File: config.mk
export PLATFORM = sky130hd
export DESIGN_NAME = esp_ctrl_seq_flat
export DESIGN_NICKNAME = d
export VERILOG_FILES = /design/src/rtl/esp_ctrl_seq_if.sv /design/src/rtl/esp_ctrl_seq.sv /design/src/flat_wrapper.sv
export SDC_FILE = /design/constraint.sdc
export NUM_CORES = 1
export LEC_CHECK = 0
export CORE_MARGIN = 3
export CORE_UTILIZATION = 52
export DETAILED_ROUTE_END_ITERATION = 16
export PLACE_DENSITY = 0.75
export SYNTH_ARGS = -nofsm -noshare
export SYNTH_HDL_FRONTEND = slang
export SYNTH_SLANG_ARGS = --single-unit
export TNS_END_PERCENT = 100
File: constraint.sdc
create_clock -name clk -period 2.5 [get_ports clk]
set_clock_uncertainty 0.2 [all_clocks]
set_input_delay 0.25 -clock clk [delete_from_list [all_inputs] [get_ports clk]]
set_output_delay 0.25 -clock clk [all_outputs]
set_load 0.01 [all_outputs]
File: src/rtl/esp_ctrl_seq_if.sv
// Control/pin bundle between system logic and the ESP8266 power/reset sequencer.
// master = system side driving requests, slave = the sequencer.
interface esp_ctrl_seq_if;
  logic pwr_en;
  logic rst;
  logic boot_mode;
  logic mod_en;
  logic mod_rst;
  logic mod_gpio0;
  logic busy;
  logic ready;

  modport master (
    output pwr_en, rst, boot_mode,
    input  mod_en, mod_rst, mod_gpio0, busy, ready
  );

  modport slave (
    input  pwr_en, rst, boot_mode,
    output mod_en, mod_rst, mod_gpio0, busy, ready
  );
endinterface

File: src/rtl/esp_ctrl_seq.sv
// ESP8266 power-up/reset sequencer: OFF -> RESET (mod_rst low) -> BOOT -> READY.
// Pin outputs are registered decodes of the next state, so no input reaches a pin combinationally.
module esp_ctrl_seq #(
  parameter int RST_CYCLES  = 15,
  parameter int BOOT_CYCLES = 1000,
  parameter int CNT_W       = 16,
  parameter int RETRIGGER   = 0
) (
  input logic          clk,
  input logic          sys_rst,
  esp_ctrl_seq_if.slave bus
);

  typedef enum logic [1:0] {S_OFF, S_RESET, S_BOOT, S_READY} state_t;

  typedef struct packed {
    logic en;
    logic rst_n;
    logic gpio0;
    logic busy;
    logic ready;
  } pins_t;

  localparam logic [CNT_W-1:0] RST_LOAD  = CNT_W'(RST_CYCLES - 1);
  localparam logic [CNT_W-1:0] BOOT_LOAD = CNT_W'(BOOT_CYCLES - 1);
  localparam logic             RETRIG_EN = (RETRIGGER != 0);
  localparam pins_t            PINS_OFF  = '{en: 1'b0, rst_n: 1'b0, gpio0: 1'b1, busy: 1'b0, ready: 1'b0};

  state_t           state, state_d;
  logic [CNT_W-1:0] cnt, cnt_d;
  logic             boot_q, boot_d;
  pins_t            pins_q;
  logic             retrig;

  // GPIO0 carries the latched strap only while the module is held in / leaving reset.
  function automatic pins_t decode(state_t s, logic bq);
    pins_t p;
    p = PINS_OFF;
    unique case (s)
      S_OFF:   p = PINS_OFF;
      S_RESET: p = '{en: 1'b1, rst_n: 1'b0, gpio0: ~bq, busy: 1'b1, ready: 1'b0};
      S_BOOT:  p = '{en: 1'b1, rst_n: 1'b1, gpio0: ~bq, busy: 1'b1, ready: 1'b0};
      S_READY: p = '{en: 1'b1, rst_n: 1'b1, gpio0: 1'b1, busy: 1'b0, ready: 1'b1};
      default: p = PINS_OFF;
    endcase
    return p;
  endfunction

  assign retrig = RETRIG_EN && bus.rst && ((state == S_RESET) || (state == S_BOOT));

  always_comb begin
    state_d = state;
    cnt_d   = cnt;
    boot_d  = boot_q;
    if (!bus.pwr_en) begin
      state_d = S_OFF;
      cnt_d   = '0;
    end else begin
      unique case (state)
        S_OFF: begin
          state_d = S_RESET;
          cnt_d   = RST_LOAD;
          boot_d  = bus.boot_mode;
        end
        S_RESET: begin
          if (retrig) begin
            cnt_d  = RST_LOAD;
            boot_d = bus.boot_mode;
          end else if (cnt == '0) begin
            state_d = S_BOOT;
            cnt_d   = BOOT_LOAD;
          end else begin
            cnt_d = cnt - CNT_W'(1);
          end
        end
        S_BOOT: begin
          // A retrigger on the final BOOT cycle still wins over the READY exit.
          if (retrig) begin
            state_d = S_RESET;
            cnt_d   = RST_LOAD;
            boot_d  = bus.boot_mode;
          end else if (cnt == '0) begin
            state_d = S_READY;
          end else begin
            cnt_d = cnt - CNT_W'(1);
          end
        end
        S_READY: begin
          if (bus.rst) begin
            state_d = S_RESET;
            cnt_d   = RST_LOAD;
            boot_d  = bus.boot_mode;
          end
        end
        default: begin
          state_d = S_OFF;
          cnt_d   = '0;
        end
      endcase
    end
  end

  always_ff @(posedge clk or posedge sys_rst) begin
    if (sys_rst) begin
      state  <= S_OFF;
      cnt    <= '0;
      boot_q <= 1'b0;
      pins_q <= PINS_OFF;
    end else begin
      state  <= state_d;
      cnt    <= cnt_d;
      boot_q <= boot_d;
      pins_q <= decode(state_d, boot_d);
    end
  end

  assign bus.mod_en    = pins_q.en;
  assign bus.mod_rst   = pins_q.rst_n;
  assign bus.mod_gpio0 = pins_q.gpio0;
  assign bus.busy      = pins_q.busy;
  assign bus.ready     = pins_q.ready;

endmodule
File: src/flat_wrapper.sv
// flat-port wrapper written by rule: the top's interface ports become plain ports
module esp_ctrl_seq_flat 
#(
  parameter int RST_CYCLES  = 15,
  parameter int BOOT_CYCLES = 1000,
  parameter int CNT_W       = 16,
  parameter int RETRIGGER   = 0
)
  (clk, sys_rst, bus_pwr_en, bus_rst, bus_boot_mode, bus_mod_en, bus_mod_rst, bus_mod_gpio0, bus_busy, bus_ready);
  esp_ctrl_seq_if bus_i ();
  input logic clk;
  input logic sys_rst;
  input wire logic [$bits(bus_i.pwr_en)-1:0] bus_pwr_en;
  input wire logic [$bits(bus_i.rst)-1:0] bus_rst;
  input wire logic [$bits(bus_i.boot_mode)-1:0] bus_boot_mode;
  output wire logic [$bits(bus_i.mod_en)-1:0] bus_mod_en;
  output wire logic [$bits(bus_i.mod_rst)-1:0] bus_mod_rst;
  output wire logic [$bits(bus_i.mod_gpio0)-1:0] bus_mod_gpio0;
  output wire logic [$bits(bus_i.busy)-1:0] bus_busy;
  output wire logic [$bits(bus_i.ready)-1:0] bus_ready;
  assign bus_i.pwr_en = bus_pwr_en;
  assign bus_i.rst = bus_rst;
  assign bus_i.boot_mode = bus_boot_mode;
  assign bus_mod_en = bus_i.mod_en;
  assign bus_mod_rst = bus_i.mod_rst;
  assign bus_mod_gpio0 = bus_i.mod_gpio0;
  assign bus_busy = bus_i.busy;
  assign bus_ready = bus_i.ready;
  esp_ctrl_seq #(.RST_CYCLES(RST_CYCLES), .BOOT_CYCLES(BOOT_CYCLES), .CNT_W(CNT_W), .RETRIGGER(RETRIGGER)) u_core (.clk(clk), .sys_rst(sys_rst), .bus(bus_i));
endmodule
# After elaboration in Yosys (flattened, before gate mapping)
# Index checks and enable logic that the tools add are counted.
[op_classes]
add_sub_neg = 1
n_eq_ne = 8
n_mux = 14
bitwise = 1
n_reduce_logical = 5
[ops]
columns = ["operator", "n"]
rows = [
  ["$mux 16", 4],
  ["$pmux 16 s4", 1],
  ["$pmux 5 s4", 1],
  ["$logic_not 16->1", 1],
  ["$sub 16x1->16 const B", 1],
  ["$eq 2x2->1 const B", 4],
  ["$mux 2", 4],
  ["$pmux 2 s4", 1],
  ["$ne 3x3->1 const B", 2],
  ["$eq 2x1->1 const B", 2],
  ["$logic_not 2->1", 2],
  ["$pmux 1 s3", 1],
  ["$mux 1", 2],
  ["$reduce_and 2->1", 1],
  ["$reduce_or 2->1", 1],
  ["$not 1->1", 1],
]
[totals]
register_bits = 24
inputBits = 5
output_inout_bits = 5

# Depth between registers and ports, before layout
[depth]
word_depth = 6
depth_mapped = 10

# Worst setup path before layout
# Ideal clock, no wire load.
[synth_path]
path_type = "register to register"
startpoint = "reg u_core.cnt[0]"
endpoint = "reg u_core.pins_q, in the netlist u_core.bus.mod_rst"
setup_time_ns = 0.118
t_arrival_ns = 2.104
slack_ns = 0.078
stages_incl_launch_ff = 11
period_less_slack_ns = 2.422
cell_sequence = "dfrtp_1 > inv_1 > ha_1 > nor4b_2 > nand4_2 > a21o_1 > a21boi_1 > o31a_1 > ha_1 > nor2_1 > nor2_1"
[synth_between]
elab_chain_cells = 6
word_cells_on_any_way = 10
classes_between = "eq/ne (3); mux (5); reduce/logical (2)"
[synth_lines]
columns = ["item", "line_no", "text"]
rows = [
  ["from (decl)", "esp_ctrl_seq.sv:30", "logic [CNT_W-1:0] cnt, cnt_d;"],
  ["from (signal assigned)", "esp_ctrl_seq.sv:111", "cnt <= cnt_d;"],
  ["$logic_not 16->1 *", "esp_ctrl_seq.sv:69, esp_ctrl_seq.sv:82", ""],
  ["$mux 2, on equally long branches", "esp_ctrl_seq.sv:82, esp_ctrl_seq.sv:69", ""],
  ["$pmux 2 s4 *", "esp_ctrl_seq.sv:59", "unique case (state)"],
  ["$mux 2 *", "esp_ctrl_seq.sv:55", "if (!bus.pwr_en) begin"],
  ["net u_core.state_d[0]", "esp_ctrl_seq.sv:29", "state_t state, state_d;"],
  ["$eq 2x2->1, or another cell as far along", "esp_ctrl_seq.sv:39", "unique case (s)"],
  ["$pmux 5 s4 *", "esp_ctrl_seq.sv:39", ""],
  ["to (signal assigned)", "esp_ctrl_seq.sv:113", "pins_q <= decode(state_d, boot_d);"],
  ["to (decl)", "esp_ctrl_seq.sv:32", "pins_t pins_q;"],
]
# The timed path passes the listed nets; every way through them passes the cells marked *.
# A chain may end at the register's enable or synchronous reset.

# Worst setup path in the final report
[layout_path]
startpoint = "reg u_core.cnt[11]"
endpoint = "reg u_core.pins_q, in the netlist u_core.bus.mod_gpio0"
[layout_between]
elab_chain_cells = 6
word_cells_on_any_way = 10
classes_between = "eq/ne (3); mux (5); reduce/logical (2)"
[layout_lines]
columns = ["item", "line_no"]
rows = [
  ["$logic_not 16->1 *", "esp_ctrl_seq.sv:69, esp_ctrl_seq.sv:82"],
  ["$mux 2, on equally long branches", "esp_ctrl_seq.sv:82, esp_ctrl_seq.sv:69"],
  ["$pmux 2 s4 *", "esp_ctrl_seq.sv:59"],
  ["$mux 2 *", "esp_ctrl_seq.sv:55"],
  ["$eq 2x2->1, or another cell as far along", "esp_ctrl_seq.sv:39"],
  ["$pmux 5 s4 *", "esp_ctrl_seq.sv:39"],
]
# Mark *: on every way between the ends. The rest lies on a longest branch, timed or not.

==> results.md <==
* Slowest stage delay, CP at between 0.4 and 0.5 ns
* Synthesized netlist net count at 186
* DIE AREA at between 3000 and 4000 um2
* Highest-utilization routing layer at the global route stage: met2
* Biggest fanout along the worst timing path at 4
* Number of iterations in the first detailed-routing pass at 6
* Port Buf Inserts at 9
* Pin count of the biggest net entering global routing at 20
* Via count of the first global-routing pass at roughly 1300
* Most used flip-flop cell after synthesis: sky130_fd_sc_hd__dfrtp_1
* Startpoint types: register
* Ranking of synthesized cells by area: sky130_fd_sc_hd__dfrtp_1, sky130_fd_sc_hd__ha_1, sky130_fd_sc_hd__o21ai_0
* Total clock buffers created by CTS at 3
* Final-layout worst hold slack at 0.335 ns
* Insertion delay to the later sink of the worst-skew pair at between 0.3 and 0.4 ns
* Async set-or-reset flop fraction in the synthesized netlist at 100%
* Number of standard cells after synthesis at 171
* Vert. Die Dim at between 60 and 70 um
* Post-Syn Area at 1550 um2
* 1st-iter DRT viols at 130
* Required time reported for the critical path endpoint at around 2.6 ns
* Number of buffers on the longest clock path at 2
* Met2 Usage GRT at 35.3%
* Met1 global-route usage at around 28%
* Half-perimeter wire length after detailed placement at around 2600 um
* Number of synthesized register bits at 24
* Critical path's slowest cell: sky130_fd_sc_hd__dfrtp_1
* Netlist cell types at between 40 and 50
* Crit Path Category: register to register
* Area grow syn2layout at 19.4%
* Starting density of the core at 55.3%
* Category of the worst setup path capture point: register
* Antenna violations before repair at 0
* Max frequency at slightly above 400 MHz
* Arrival time of the worst setup path at between 2 and 2.5 ns
* Part of the Yosys area used for sequential elements at 38.8%
* Dominant cell type by area after synthesis: sky130_fd_sc_hd__dfrtp_1
* Startpoint of the worst setup timing path: u_core.cnt[11]$_DFFE_PP0P_
* Number of remaining DRC errors at 0
* Ant. Diodes at 0
* Count of pins on the block boundary at 10
* Root cell of the clock tree: sky130_fd_sc_hd__clkbuf_4
* R2R Path Start: u_core.cnt[11]$_DFFE_PP0P_
* Unrepaired setup endpoints after global routing: true
* Peak supply drop at 437 uV
* Avg Vias per Cell at 6.32
* Total clock sinks at 24
* Fraction of met3 tracks used by global routing at 3.62%
* Via count of the routed design at between 1000 and 1500
* Critical path, cell by cell: nor4_4, nand4_2, a21o_1, a21boi_1, o31ai_2, ha_2, nor2_1, o21ai_1
* Clock slew at reported path FFs at 0.14 ns
* Wire length of the first global-routing pass at 5890 um
* TritonCTS clock tree: done
* Number of hold violations in the final report at 0
* Average cell area after synthesis at 9.07 um2
* Final critical path time including I/O delays and setup at 2.42 ns
* Pin slew with the least headroom to its limit at 0.784 ns
* Total power at 1.13 mW
* Total Routing Usage GR at 21.3%
* Row cnt at 19
* Maximum capacitance violations at 0
* Start point of the worst min-delay path: u_core.boot_q$_DFF_PP0_
* Die Span X at 60.6 um
* Post-DR wirelength/cell at 16.2 um
* Gp weighted congestion at 0.933
* CORE AREA at approximately 2800 um2
* Final count of negative-setup-slack endpoints at 0
* Fin. max-slew vios at 0
* Portion of the clock cycle consumed by the worst path in the final layout at 96.8%
* Number of synthesized flops with an enable pin at 0
* Final wirelength at 3650 um
* Pwr dens at between 600 and 700 nW/um2
* Net count of the finished layout at 211
* Proportion of layout cells with a drive suffix above 1 at around 18%
* Remaining antenna violation count at 0
* H-tree levels at 1
* Hold crit path type: register to register
* Slew headroom at 47.2%
* Status: finished, final reports clean
* Leak pwr at between 0.8 and 0.9 nW
* Total number of yosys warnings at 0
* Aggregate global routing overflow at 0
* Area fraction of the dominant cell type after synthesis at 37.1%
metal layers:
metal	vias up	wire (um)
met5	-	0
met4	0	42
met3	8	255
met2	66	1770
met1	681	1580
li1	673	-
critical path: cells and delay by family (launching register included):
| family | cells | cell delay (ns) |
|---|---|---|
| AND/OR/NAND/NOR | 3 | 0.58 |
| flip-flops | 1 | 0.47 |
| adder cells (fa/ha/maj) | 1 | 0.26 |
| AO/OA/AOI/OAI | 4 | 0.85 |
cell type report:
cell class	instances	area [um2]
clock buffer	3	22.5
tap	31	38.8
timing repair buffer	24	205
clock inverter	1	30.0
multi-input combinational	135	922
sequential	24	602
inverter	8	30.0
fill	236	955
registers in the layout (all words and copies together) (netlist names):
signal                flops
u_core.bus.mod_gpio0      1
u_core.boot_q             1
u_core.cnt               16
u_core.bus.ready          1
u_core.bus.mod_rst        1
u_core.bus.busy           1
u_core.state              2
u_core.bus.mod_en         1
Yosys cell counts, types with 4 or more instances:
cell type and number:
sky130_fd_sc_hd__nor2b_1 4, sky130_fd_sc_hd__nand3_1 8, sky130_fd_sc_hd__xor2_1 4, sky130_fd_sc_hd__ha_1 10, sky130_fd_sc_hd__dfrtp_1 23, sky130_fd_sc_hd__nand4_1 4
sky130_fd_sc_hd__o21ai_0 17, sky130_fd_sc_hd__a21oi_1 11, sky130_fd_sc_hd__nand2_1 15, sky130_fd_sc_hd__inv_1 8, sky130_fd_sc_hd__nor2_1 16, sky130_fd_sc_hd__a31oi_1 4
sky130_fd_sc_hd__nor3_1 5
through the flow:
step,worst slack [ns],cell area (um2),cells,TNS (ns),utilization (%)
final,0.0808,1850,226,0,66.0
after CTS,0.00587,1810,224,0,64.6
after global placement,0.144,1750,219,0,62.4
after global routing,-0.0388,1850,226,-0.0757,66.0
after floorplan,0.0782,1550,171,0,-
after detailed placement,0.0396,1750,219,0,62.4
final timing paths:
check | to | slack [ns] | cells after the start
max | u_core.bus.mod_gpio0$_DFF_PP1_ | 0.08 | 8
min in group asynchronous | u_core.bus.busy$_DFF_PP0_ | 0.55 | 3
min | u_core.boot_q$_DFF_PP0_ | 0.34 | 1
min reg2reg | u_core.boot_q$_DFF_PP0_ | 0.34 | 1
max reg2reg | u_core.bus.mod_gpio0$_DFF_PP1_ | 0.08 | 8
max in group asynchronous | u_core.cnt[2]$_DFFE_PP0P_ | 1.02 | 4
cells in the final DEF (no fill, tap or decap), types with 4 or more instances in the layout:
| master | instances |
|---|---|
| sky130_fd_sc_hd__nor3_1 | 5 |
| sky130_fd_sc_hd__o21ai_0 | 16 |
| sky130_fd_sc_hd__buf_4 | 14 |
| sky130_fd_sc_hd__a21oi_1 | 11 |
| sky130_fd_sc_hd__nor2b_1 | 4 |
| sky130_fd_sc_hd__clkdlybuf4s50_1 | 9 |
| sky130_fd_sc_hd__xor2_1 | 4 |
| sky130_fd_sc_hd__nand3_1 | 8 |
| sky130_fd_sc_hd__nand4_1 | 4 |
| sky130_fd_sc_hd__inv_1 | 8 |
| sky130_fd_sc_hd__ha_1 | 8 |
| sky130_fd_sc_hd__a31oi_1 | 4 |
| sky130_fd_sc_hd__nand2_1 | 15 |
| sky130_fd_sc_hd__dfrtp_1 | 23 |
| sky130_fd_sc_hd__nor2_1 | 16 |
cell families after synthesis:
kind of cell | Yosys count | share of synthesized area [%]
adders and majority gates | 10 | 8.07
xor gates and xnor gates | 4 | 2.26
DFF | 24 | 38.8
and+or+nand+nor | 71 | 27.5
buffers and inverters | 12 | 3.23
AOI/OAI and AO/OA | 50 | 20.1
where the power goes:
part,switching [mW],leakage [nW],internal (mW)
clock network,0.120,0.0279,0.162
registers,0.0277,0.320,0.419
logic,0.218,0.491,0.180
total,0.365,0.839,0.761
timing repair:
| action | in CTS | in global routing |
|---|---|---|
| hold buffers | 1 | 0 |
| buffers inserted | 0 | 2 |
| gates resized for setup | 0 | 7 |
| setup endpoints to repair | 0 | 11 |
| hold endpoints to repair | 5 | 0 |
Note: power is estimated with default switching activity, not from simulation.
